File: src/rtl/uart_pkg.sv
// Shared UART definitions: receiver state encoding, oversampling constants
// and the 2-of-3 vote used by the UART_RX_MAJORITY_EN build.
package uart_pkg;

   typedef enum logic [2:0] {
      S_IDLE  = 3'd0,
      S_START = 3'd1,
      S_DATA  = 3'd2,
      S_STOP  = 3'd3,
      S_BREAK = 3'd4
   } uart_state_e;

   localparam int unsigned OVS               = 16;
   localparam int unsigned OVS_DIV_9600_100M = 651;
   localparam int unsigned DATA_BITS         = 8;

   function automatic logic maj3(input logic a, input logic b, input logic c);
      return (a & b) | (a & c) | (b & c);
   endfunction

endpackage

File: src/rtl/uart_ovs_tick.sv
// Free-running oversample tick generator: one-clk pulse every DIV clocks.
module uart_ovs_tick #(
   parameter int unsigned DIV = 651
) (
   input  logic clk,
   input  logic rst,
   output logic tick
);

   localparam int unsigned    W    = (DIV > 1) ? $clog2(DIV) : 1;
   localparam logic [W-1:0]   LAST = W'(DIV - 1);

   logic [W-1:0] cnt_q, cnt_d;

   always_comb begin
      cnt_d = (cnt_q == LAST) ? '0 : cnt_q + W'(1);
      tick  = (cnt_q == LAST);
   end

   always_ff @(posedge clk) begin
      if (!rst) cnt_q <= '0;
      else      cnt_q <= cnt_d;
   end

endmodule

File: src/rtl/uart_rx.sv
// 8N1 UART receiver with 16x oversampling. Define UART_RX_MAJORITY_EN to make
// every bit decision a 2-of-3 vote over three adjacent oversample ticks.
module uart_rx
   import uart_pkg::*;
#(
   parameter int unsigned OVS_DIV = OVS_DIV_9600_100M
) (
   input  logic                 clk,
   input  logic                 rst,
   input  logic                 RxD,
   output logic [DATA_BITS-1:0] rx_data,
   output logic                 rx_valid,
   output logic                 frame_err,
   output logic                 rx_busy
);

   localparam int unsigned BW        = $clog2(DATA_BITS);
   localparam logic [BW-1:0] LAST_BIT  = BW'(DATA_BITS - 1);
   localparam logic [3:0]    LAST_TICK = 4'(OVS - 1);

   // Voting decides one tick later than single sampling; entering the next bit
   // at count 1 keeps the sample instants identical in both builds.
`ifdef UART_RX_MAJORITY_EN
   localparam logic [3:0] START_DECIDE = 4'(OVS / 2);
   localparam logic [3:0] BIT_DECIDE   = 4'd0;
   localparam logic [3:0] ENTRY_CNT    = 4'd1;
`else
   localparam logic [3:0] START_DECIDE = 4'(OVS / 2 - 1);
   localparam logic [3:0] BIT_DECIDE   = LAST_TICK;
   localparam logic [3:0] ENTRY_CNT    = 4'd0;
`endif

   logic tick;

   uart_ovs_tick #(.DIV(OVS_DIV)) u_tick (
      .clk  (clk),
      .rst  (rst),
      .tick (tick)
   );

   uart_state_e          state_q, state_d;
   logic                 sync1_q, rxs_q;
   logic [3:0]           tick_cnt_q, tick_cnt_d;
   logic [BW-1:0]        bit_cnt_q, bit_cnt_d;
   logic [DATA_BITS-1:0] sr_q, sr_d;
   logic [DATA_BITS-1:0] rx_data_q, rx_data_d;
   logic                 rx_valid_q, rx_valid_d;
   logic                 frame_err_q, frame_err_d;
   logic                 bit_val;
`ifdef UART_RX_MAJORITY_EN
   logic [1:0]           samp_q, samp_d;
   logic                 samp_pt;
`endif

   always_comb begin
      state_d     = state_q;
      tick_cnt_d  = tick_cnt_q;
      bit_cnt_d   = bit_cnt_q;
      sr_d        = sr_q;
      rx_data_d   = rx_data_q;
      rx_valid_d  = 1'b0;
      frame_err_d = 1'b0;
`ifdef UART_RX_MAJORITY_EN
      samp_d  = samp_q;
      bit_val = maj3(samp_q[1], samp_q[0], rxs_q);
      if (state_q == S_START)
         samp_pt = (tick_cnt_q == START_DECIDE - 4'd2) || (tick_cnt_q == START_DECIDE - 4'd1);
      else
         samp_pt = (tick_cnt_q == LAST_TICK - 4'd1) || (tick_cnt_q == LAST_TICK);
      if (tick && samp_pt) samp_d = {samp_q[0], rxs_q};
`else
      bit_val = rxs_q;
`endif

      case (state_q)
         S_IDLE: begin
            if (tick && !rxs_q) begin
               tick_cnt_d = '0;
               state_d    = S_START;
            end
         end
         S_START: begin
            if (tick) begin
               tick_cnt_d = tick_cnt_q + 4'd1;
               if (tick_cnt_q == START_DECIDE) begin
                  if (!bit_val) begin
                     tick_cnt_d = ENTRY_CNT;
                     bit_cnt_d  = '0;
                     state_d    = S_DATA;
                  end else begin
                     state_d = S_IDLE;
                  end
               end
            end
         end
         S_DATA: begin
            if (tick) begin
               tick_cnt_d = tick_cnt_q + 4'd1;
               if (tick_cnt_q == BIT_DECIDE) begin
                  sr_d      = {bit_val, sr_q[DATA_BITS-1:1]};
                  bit_cnt_d = bit_cnt_q + BW'(1);
                  if (bit_cnt_q == LAST_BIT) begin
                     tick_cnt_d = ENTRY_CNT;
                     state_d    = S_STOP;
                  end
               end
            end
         end
         S_STOP: begin
            if (tick) begin
               tick_cnt_d = tick_cnt_q + 4'd1;
               if (tick_cnt_q == BIT_DECIDE) begin
                  if (bit_val) begin
                     rx_data_d  = sr_q;
                     rx_valid_d = 1'b1;
                     state_d    = S_IDLE;
                  end else begin
                     frame_err_d = 1'b1;
                     state_d     = S_BREAK;
                  end
               end
            end
         end
         S_BREAK: begin
            if (tick && rxs_q) state_d = S_IDLE;
         end
         default: state_d = S_IDLE;
      endcase
   end

   always_ff @(posedge clk) begin
      if (!rst) begin
         sync1_q     <= 1'b1;
         rxs_q       <= 1'b1;
         state_q     <= S_IDLE;
         tick_cnt_q  <= '0;
         bit_cnt_q   <= '0;
         sr_q        <= '0;
         rx_data_q   <= '0;
         rx_valid_q  <= 1'b0;
         frame_err_q <= 1'b0;
`ifdef UART_RX_MAJORITY_EN
         samp_q      <= '0;
`endif
      end else begin
         sync1_q     <= RxD;
         rxs_q       <= sync1_q;
         state_q     <= state_d;
         tick_cnt_q  <= tick_cnt_d;
         bit_cnt_q   <= bit_cnt_d;
         sr_q        <= sr_d;
         rx_data_q   <= rx_data_d;
         rx_valid_q  <= rx_valid_d;
         frame_err_q <= frame_err_d;
`ifdef UART_RX_MAJORITY_EN
         samp_q      <= samp_d;
`endif
      end
   end

   always_comb begin
      rx_data   = rx_data_q;
      rx_valid  = rx_valid_q;
      frame_err = frame_err_q;
      rx_busy   = (state_q != S_IDLE);
   end

endmodule

File: config.mk
export PLATFORM = sky130hd
export DESIGN_NAME = uart_rx
export DESIGN_NICKNAME = d
export VERILOG_FILES = /design/src/rtl/uart_pkg.sv /design/src/rtl/uart_ovs_tick.sv /design/src/rtl/uart_rx.sv
export SDC_FILE = /design/constraint.sdc
export NUM_CORES = 1
export LEC_CHECK = 0
export CORE_MARGIN = 4
export CORE_UTILIZATION = 57
export DETAILED_ROUTE_END_ITERATION = 16
export PLACE_DENSITY = 0.78
export SLEW_MARGIN = 20
export SYNTH_ARGS = -nofsm -noshare
export SYNTH_HDL_FRONTEND = slang
export SYNTH_HIERARCHICAL = 1
export SYNTH_SLANG_ARGS = --single-unit
File: constraint.sdc
create_clock -name clk -period 2.9 [get_ports clk]
set_clock_uncertainty 0.1 [all_clocks]
set_input_delay 0.725 -clock clk [delete_from_list [all_inputs] [get_ports clk]]
set_output_delay 0.725 -clock clk [all_outputs]
set_load 0.01 [all_outputs]
# Yosys cells after proc, flatten, opt, wreduce, memory -nomap -nowiden
# Cells that the tools add are included.
[word_totals]
register_bits = 40
inputBits = 3
output_inout_bits = 11
wordCells = 75
[op_classes]
addsub = 3
eq_ne = 18
n_mux = 29
bitwise = 1
n_reduce_logical = 14
[op_table]
columns = ["operator", "n"]
rows = [
  ["3-bit 2-to-1 mux", 15],
  ["4-bit 2-to-1 mux", 8],
  ["2-bit inequality test (second input constant)", 10],
  ["4-bit case mux with 4 select lines", 1],
  ["3-bit case mux with 5 select lines", 1],
  ["10-bit by 1-bit adder with 10-bit output (second input constant)", 1],
  ["10-bit == test (second input constant)", 1],
  ["9-bit AND reduction", 1],
  ["4-bit AND reduction", 2],
  ["3-bit by 2-bit == test with 1-bit output (second input constant)", 2],
  ["3-bit == test (second input constant)", 2],
  ["3-bit case mux with 2 select lines", 1],
  ["6-bit AND reduction", 1],
  ["5-bit AND reduction", 1],
  ["4-bit by 1-bit adder with 4-bit output (second input constant)", 1],
  ["4-bit by 3-bit == test with 1-bit output (second input constant)", 1],
  ["4-bit == test (second input constant)", 1],
  ["4-bit nonzero test", 1],
  ["3-bit by 1-bit adder with 3-bit output (second input constant)", 1],
  ["3-bit by 1-bit == test with 1-bit output (second input constant)", 1],
  ["3-bit logical NOT", 1],
  ["3-bit AND reduction", 1],
  ["3-bit nonzero test", 1],
  ["1-bit logical AND", 2],
  ["other kinds (6)", 7],
]

# Logic depth before layout (Yosys ltp)
# Gate-level depths: netlist (run 1).
[depth]
ltp_word = 5
ltp_mapped = 8
ltp_nobuf = 8

# By module
# Netlist (run 1), hierarchy kept.
[modules_own_cells]
columns = ["module", "instances", "cells_per_inst", "area_per_inst_um2", "seq_area_each_um2"]
rows = [
  ["uart_rx", 1, 135, 1383.8, 600.6],
  ["uart_ovs_tick", 1, 50, 461.7, 200.2],
]

# Worst setup path before layout (run 1)
# No wires, ideal clock.
[synth_timing]
path_kind = "register to register"
startpoint = "reg u_tick.cnt_q[2]"
endpoint = "reg bit_cnt_q[1]"
setup_ps = 116
arrival_time_ps = 2303
t_required_ps = 2684
setup_slack_ps = 380
stages_incl_launch_ff = 7
path_buffers = 0
period_less_slack_ps = 2520
cell_sequence = "dfxtp_1 or4b_4 nor4_1 nand2b_1 a211oi_4 mux2i_1 nor2b_1"
[synth_via]
elab_chain_len = 3
elab_cells_between_ends = 4
cone_classes = "3 x eq/ne; 1 x reduce/logical"
[synth_lines]
columns = ["element", "line_no", "source"]
rows = [
  ["start: declaration", "uart_ovs_tick.sv:13", "logic [W-1:0] cnt_q, cnt_d;"],
  ["start signal: assignment", "uart_ovs_tick.sv:22", "else cnt_q <= cnt_d;"],
  ["10-bit == test *", "uart_ovs_tick.sv:17", "tick = (cnt_q == LAST);"],
  ["via tick", "uart_rx.sv:33", "logic tick;"],
  ["2-bit inequality test (no source line)", "--", ""],
  ["6-bit AND reduction (no source line) *", "--", ""],
  ["end signal: assignment", "uart_rx.sv:150", "bit_cnt_q <= bit_cnt_d;"],
  ["end: declaration", "uart_rx.sv:44", "logic [BW-1:0] bit_cnt_q, bit_cnt_d;"],
]
# The timed path passes the listed nets; every way through them passes the cells marked *.
# A chain may end at the register's enable or synchronous reset.

# Worst setup path in the final report (run 1)
[layout_timing]
startpoint = "reg state_q[1]"
endpoint = "out rx_busy"
[layout_via]
elab_chain_len = 1
[layout_lines]
columns = ["element", "line_no", "source"]
rows = [
  ["start: declaration", "uart_rx.sv:41", "uart_state_e state_q, state_d;"],
  ["start signal: assignment", "uart_rx.sv:148", "state_q <= state_d;"],
  ["3-bit nonzero test", "uart_rx.sv:165", "rx_busy = (state_q != S_IDLE);"],
  ["end: declaration", "uart_rx.sv:14", "output logic rx_busy"],
]
# Every way passes these cells.

==> run summary, run 1 <==
CTS resizes - 0
Number of global-route vias before repair - 1333
# DRC - 0
Area used by sequential logic in the layout - 801 um2
Post-CTS setup buffers - 0
Final Net Count - 207
Reg power frac - 0.627
Fin cells - 244
Post-synthesis area per instance - 9.98 um2
Sequential element share of the synthesized area - 0.434
Global routing usage summed across all routing layers - 0.172
Number of cell rows - 20
Antenna Cells - 0
Hold Buf Count CTS - 0
Power density relative to cell area - 434 mW/mm2
CTS clk-pin slew, worst paths - 0.11 ns
Relative slew margins - 0.639
Combinational group share of total power - 0.031
Final weighted congestion of routability-driven global placement - 0.771
Setup TNS after final layout - 0 ns
Buffers added on ports - 13
Aggregate routed wire length - 3.29 mm
Via Count - 1372
Run status - finished, final reports clean
Later-pin clock latency in the skew report - 0.35 ns
Multi-input gate area - 981 um2
Cell count after synthesis - 185
Pins over their slew limit - 0
Die boundary width - 64.9 um
Iteration count of the initial detailed-routing pass - 4
Layout cell share with drive strength beyond 1 - 0.0850
Clock Sinks - 40
IO Pins - 14
Standard cell with the maximum stage delay on the critical path - clkdlybuf4s50_1
Count of filler cells inserted in the layout - 277
Critical path peak fanout - 13
Largest stage delay on the critical path - 0.48 ns
First-pass GRT wire length - 5.75 mm
Largest net degree at the start of global routing - 34
CP startpoint kind - flip-flop
Reg-to-reg critical path startpoint - u_tick/cnt_q[4]
Vert. Die Dim - 64.9 um
Share of the cycle needed by the critical path after routing - 0.855
Critical path cell sequence - or3_1 > clkdlybuf4s50_1
Mapped cell area - 0.00185 mm2
Transition at the pin with the smallest max-transition slack - 0.540 ns
Sum of net half-perimeters after detailed placement - 2.29 mm
Worst IR Drop VDD - 0.371 mV
Die area - 0.00421 mm2
Critical path launch point - state_q[1]
Critical path class - reg2out
Initial DRC Count - 67
Number of antenna violations at the first check in global routing - 0
TritonCTS buffer count - 5
Leak pwr - 0.774 nW
Syn Nets - 193
Number of enable flip-flop cells after synthesis - 0
Number of levels the H-tree was split into - 2
Share of synthesized flip-flops with an asynchronous set or reset - 0
Unrepaired setup endpoints after global routing - false
Clk Tree Root Cell - clkbuf_4
Area of the core region - 0.00308 mm2
Primary FF master, synth - dfxtp_1
Synth-to-Final Area Change - 11.5%
Most common cell after layout, fill and taps aside - dfxtp_1
Switching power summed over all nets - 206 uW
Maximum Capacitance Violations - 0
Mean number of vias per cell - 5.62
Final antenna-violating net count - 0
Critical path data arrival time - 1.65 ns
Sum of overflow across all layers after global routing - 0
Highest clock frequency the design can meet - 0.403 GHz
Overall power - 894 uW
Number of distinct library cells after synthesis - 43
Cell-internal power - 688 uW
Switch share - 0.231
Finish-stage setup viols - 0
Clock network fraction of total power - 0.342
Placed Instances - 236
Hold Fails Final Rpt - 0
Most frequent cells in the layout - dfxtp_1, nor2b_1, mux2i_1, clkdlybuf4s50_1, nand3_1
Detail-routed net length per standard cell - 13.5 um
Worst-case clock buffer depth - 2
Synth Register Bits - 40
CP Data Required Time - 2.08 ns
Synth Warn # - 6
TritonCTS clock tree - yes
Type of destination of the critical path - primary output
Worst hold path type - reg2reg
Final critical path time including I/O delays and setup - 2.48 ns
Initial core utilization - 0.600
Startpoint of the lowest-slack hold path - sync1_q
## routing by layer
layer	wire length, um	up-vias	track usage
met5	0	-	0
met4	44	0	0.0580
met3	134	4	0.0485
met2	1620	30	0.303
met1	1490	649	0.199
li1	-	689	-
## state kept, by name (all words and copies together), names as in the netlist
name          flops
u_tick/cnt_q     10
rx_data           8
sr_q              8
tick_cnt_q        4
bit_cnt_q         3
state_q           3
bit_val           1
frame_err         1
rx_valid          1
sync1_q           1
## through the flow
step                worst slack (ns)  area (um2)  hold WS (ns)  utilization
floorplan                      0.380        1850         0.286            -
global placement               0.625        1990         0.290        0.648
detailed placement             0.570        1990         0.303        0.648
CTS                            0.398        2060         0.337        0.669
global route                   0.328        2060         0.351        0.669
finish                         0.420        2060         0.330        0.669
## final timing paths
| kind | end | slack, ns | cells after the start |
|---|---|---|---|
| min reg2reg | bit_val | 0.33 | 1 |
| min | bit_val | 0.33 | 1 |
| max | rx_busy | 0.42 | 2 |
| max reg2reg | sr_q[2] | 0.56 | 6 |
## critical path: cells and delay by family (launching register included)
| kind | cells | cell delay, ns |
|---|---|---|
| flops | 1 | 0.45 |
| buf+inv | 1 | 0.48 |
| simple gates | 1 | 0.38 |
## logic make-up after synthesis
family | synth area share
flops | 0.434
compound gates | 0.102
fa+ha+maj | 0.0339
simple gates | 0.273
buf+inv | 0.0346
xor+xnor | 0.0190
mux | 0.103
## power by group through the flow
| stage | logic, mW | registers [mW] | clock network (mW) |
|---|---|---|---|
| final | 0.0275 | 0.561 | 0.306 |
| after global routing | 0.0310 | 0.562 | 0.349 |
| after CTS | 0.0277 | 0.561 | 0.320 |
| after detailed placement | 0.0272 | 0.573 | 0 |
| after global placement | 0.0263 | 0.573 | 0 |
| after floorplan | 0.0213 | 0.571 | 0 |
## cells in the mapped netlist (all sizes together), types with 2 or more instances
| cell type | count | area [um2] |
|---|---|---|
| and2 | 5 | 31.3 |
| xnor2 | 3 | 26.3 |
| inv | 3 | 11.3 |
| nor3b | 3 | 22.5 |
| a21oi | 5 | 25.0 |
| nand2b | 5 | 31.3 |
| mux2i | 19 | 190 |
| clkbuf | 4 | 15.0 |
| nand3b | 2 | 15.0 |
| nand2 | 8 | 30.0 |
| or4 | 2 | 15.0 |
| nand4 | 2 | 12.5 |
| dfxtp | 40 | 801 |
| a31oi | 2 | 12.5 |
| buf | 4 | 37.5 |
| nor2 | 7 | 26.3 |
| ha | 5 | 62.6 |
| or4b | 2 | 27.5 |
| and3 | 3 | 18.8 |
| o21ai | 6 | 30.0 |
| nand3 | 10 | 55.1 |
| or3 | 5 | 31.3 |
| nor3 | 2 | 10.0 |
| nor2b | 21 | 131 |
| a21o | 2 | 16.3 |
## layout make-up
type	instances	share of cell area
clock buffer	6	0.0249
clock inverter	2	0.00669
inverter	3	0.00547
multi-input combinational	134	0.477
sequential	40	0.389
tap	44	0.0267
timing repair buffer	15	0.0705
No activity file was read; power rests on OpenSTA's default activity.
==> run 2, diff against run 1 <==
- CORE_UTILIZATION: 57 -> 51
- PLACE_DENSITY: 0.78 -> 0.74
- clock period: 2.9 -> 2.1 ns (I/O delays scaled with it)
==> run 2 against run 1 <==
- via count rose by 6.0%
- non-clock buffer count increased by 16
- clock power increased by 74%
- critical path type is now reg2reg
- register-to-register slack got worse by 0.55 ns
- utilization decreased by 1.0 points
- global-route usage fell by 0.67 points
- cell count is 7.4% higher
- sequential cell count stayed put
- largest cell class unchanged
- first-iteration DRC count rose by 30%
- routed wire length up 5.0%
- worst hold slack better by 0.018 ns
- setup slack worse by 0.41 ns
==> run summary, run 2 (synthesis gave the netlist of run 1 again) <==
Area of the core region - 0.00342 mm2 (+11%)
Count of filler cells inserted in the layout - 287 (+3.6%)
TritonCTS buffer count - 5 (unchanged)
Detail-routed net length per standard cell - 13.2 um (-2.2%)
Global routing usage summed across all routing layers - 0.166 (-0.00668)
Clock Sinks - 40 (unchanged)
Via Count - 1454 (+6.0%)
CP startpoint kind - flip-flop
Iteration count of the initial detailed-routing pass - 4 (unchanged)
Critical path class - reg2reg
Startpoint of the lowest-slack hold path - sync1_q
Worst hold path type - reg2reg
Cell-internal power - 1.08 mW (+56%)
Slack of the worst reg-to-reg path - 0.006 ns (-0.55 ns)
Number of antenna violations at the first check in global routing - 0 (unchanged)
Maximum Capacitance Violations - 0 (unchanged)
Sum of net half-perimeters after detailed placement - 2.52 mm (+10%)
Run status - finished, final reports clean
Number of cell rows - 21 (+5.0%)
Relative slew margins - 0.634 (-0.00522)
Layout Utilization - 0.659 (-0.0101)
Worst hold slack - 0.348 ns (+0.0182 ns)
Min-Delay Path Depth - 1 (unchanged)
Switch share - 0.206 (-0.0245)
Number of global-route vias before repair - 1371 (+2.9%)
Critical path cell sequence - or4b_4 > nor4_4 > buf_4 > nand2b_4 > a211oi_4 > mux2i_1 > nor2b_1
Switching power summed over all nets - 279 uW (+35%)
Reg power frac - 0.567 (-0.060)
Final Net Count - 223 (+7.7%)
Instance area after placement - 0.00213 mm2 (+6.8%)
Critical path data arrival time - 2.23 ns (+0.58 ns)
Leak pwr - 0.877 nW (+13%)
CTS clk-pin slew, worst paths - 0.12 ns (about the same)
Final critical path time including I/O delays and setup - 2.09 ns
Transition at the pin with the smallest max-transition slack - 0.548 ns (+0.00780 ns)
Worst IR Drop VDD - 0.381 mV (+2.7%)
R2R Path End - bit_cnt_q[2]
Unrepaired setup endpoints after global routing - true
Die boundary width - 68.2 um (+5.0%)
CP Data Required Time - 2.24 ns (+0.16 ns)
Met2 routing resource usage after global routing - 0.280 (-0.0223)
Global routing usage on met3 - 0.0443 (-0.00419)
Share of the cycle needed by the critical path after routing - 0.997
Worst reg-to-reg path cell count - 7 (+1)
TritonCTS clock tree - yes
Finish-stage setup viols - 0 (unchanged)
Power density relative to cell area - 602 mW/mm2 (+39%)
Pins over their slew limit - 0 (unchanged)
Layout cell share with drive strength beyond 1 - 0.171 (+0.0863)
Largest net degree at the start of global routing - 34 (unchanged)
Flip-flop count of the largest register after layout - 10 (unchanged)
Setup slack of the critical path after layout - 0.00628 ns (-0.414 ns)
Synth-to-Final Area Change - 21.9%
Standard cell with the maximum stage delay on the critical path - or4b_4
Clock network fraction of total power - 0.394 (+0.052)
End point of the worst hold path - bit_val
Hold Fails Final Rpt - 0 (unchanged)
Aggregate routed wire length - 3.46 mm (+5.0%)
Layer carrying the most global-route usage - met2
Critical path peak fanout - 5 (-8)
IO Pins - 14 (unchanged)
Vert. Die Dim - 68.2 um (+5.0%)
Overall power - 1.36 mW (+52%)
Final weighted congestion of routability-driven global placement - 0.794 (+3.1%)
Met1 track demand over resource - 0.198 (-0.000745)
Initial core utilization - 0.540 (-0.0593)
First-pass GRT wire length - 5.84 mm (+1.7%)
Post-place setup slack - -0.0247 ns (-0.594 ns)
Number of levels the H-tree was split into - 2 (unchanged)
Most common cell after layout, fill and taps aside - dfxtp_1
# DRC - 0 (unchanged)
Later-pin clock latency in the skew report - 0.34 ns (about the same)
Buffers added on ports - 13 (unchanged)
Highest clock frequency the design can meet - 0.478 GHz
Reg-to-reg critical path startpoint - u_tick/cnt_q[4]
Type of destination of the critical path - flip-flop
Most frequent cells in the layout - dfxtp_1, nor2b_1, mux2i_1, buf_4, clkdlybuf4s50_1
Final antenna-violating net count - 0 (unchanged)
Finished layout cell area - 0.00225 mm2 (+9.3%)
Largest stage delay on the critical path - 0.55 ns (+0.07 ns)
Worst-case clock buffer depth - 2 (unchanged)
Sum of overflow across all layers after global routing - 0 (unchanged)
Antenna Cells - 0 (unchanged)
Initial DRC Count - 87 (+30%)
Mean number of vias per cell - 5.55 (-1.3%)
Combinational group share of total power - 0.039 (+0.008)
Clk Tree Root Cell - clkbuf_4
Die area - 0.00465 mm2 (+10%)
Most flops, register - u_tick/cnt_q
Hold Buf Count CTS - 0 (unchanged)
==> run 2: layer usage <==
| metal | wire [um] | part of all wire |
|---|---|---|
| met1 | 1580 | 0.46 |
| met5 | 0 | 0 |
| met4 | 35 | 0.010 |
| met3 | 122 | 0.035 |
| met2 | 1720 | 0.50 |
==> run 2: worst max-delay path by stage <==
| stage | from | endpoint | slack (ns) | depth (start not counted) |
|---|---|---|---|---|
| after floorplan | u_tick/cnt_q[2] | bit_cnt_q[1] | 0.02 | 6 |
| after global placement | u_tick/cnt_q[4] | bit_cnt_q[1] | 0.05 | 6 |
| after detailed placement | u_tick/cnt_q[4] | bit_cnt_q[2] | -0.02 | 6 |
| after CTS | u_tick/cnt_q[4] | bit_cnt_q[2] | 0.006 | 7 |
| after global routing | u_tick/cnt_q[4] | bit_cnt_q[1] | -0.09 | 7 |
| final | u_tick/cnt_q[4] | bit_cnt_q[2] | 0.006 | 7 |
==> run 2: power by group through the flow <==
stage / clock network (mW) / registers [mW] / logic (mW)
after floorplan: 0 / 0.788 / 0.0305
after global placement: 0 / 0.785 / 0.0514
after detailed placement: 0 / 0.786 / 0.0527
after CTS: 0.551 / 0.769 / 0.0533
after global routing: 0.584 / 0.770 / 0.0584
final: 0.533 / 0.768 / 0.0534
==> run 2: critical path: cells and delay by family (launching register included) <==
kind / cells / cell delay, ns
buffers and inverters: 1 / 0.19
AOI/OAI and AO/OA: 1 / 0.24
and+or+nand+nor: 4 / 0.91
muxes: 1 / 0.23
DFF: 1 / 0.34
==> run 2: cell type report <==
cell class                      count  area, um2  share of cell area
Timing Repair Buffer               31        277               0.123
Clock buffer                        6       51.3              0.0228
Sequential cell                    40        803               0.357
Multi-Input combinational cell    134       1010               0.449
Tap cell                           46       57.6              0.0256
Inverter                            3       11.3             0.00501
Clock inverter                      2       38.8              0.0172
==> run 2: what timing repair did <==
| item | in CTS | in global routing |
|---|---|---|
| gates resized for setup | 4 | 2 |
| endpoints found under the setup margin | 12 | 6 |
| cloned | 0 | 0 |
| buffers inserted | 1 | 1 |
==> run 2: through the flow <==
step	instances	TNS, ns
after floorplan	185	0
after global placement	252	0
after detailed placement	252	-0.0874
after CTS	261	0
after global routing	262	-0.285
final	262	0
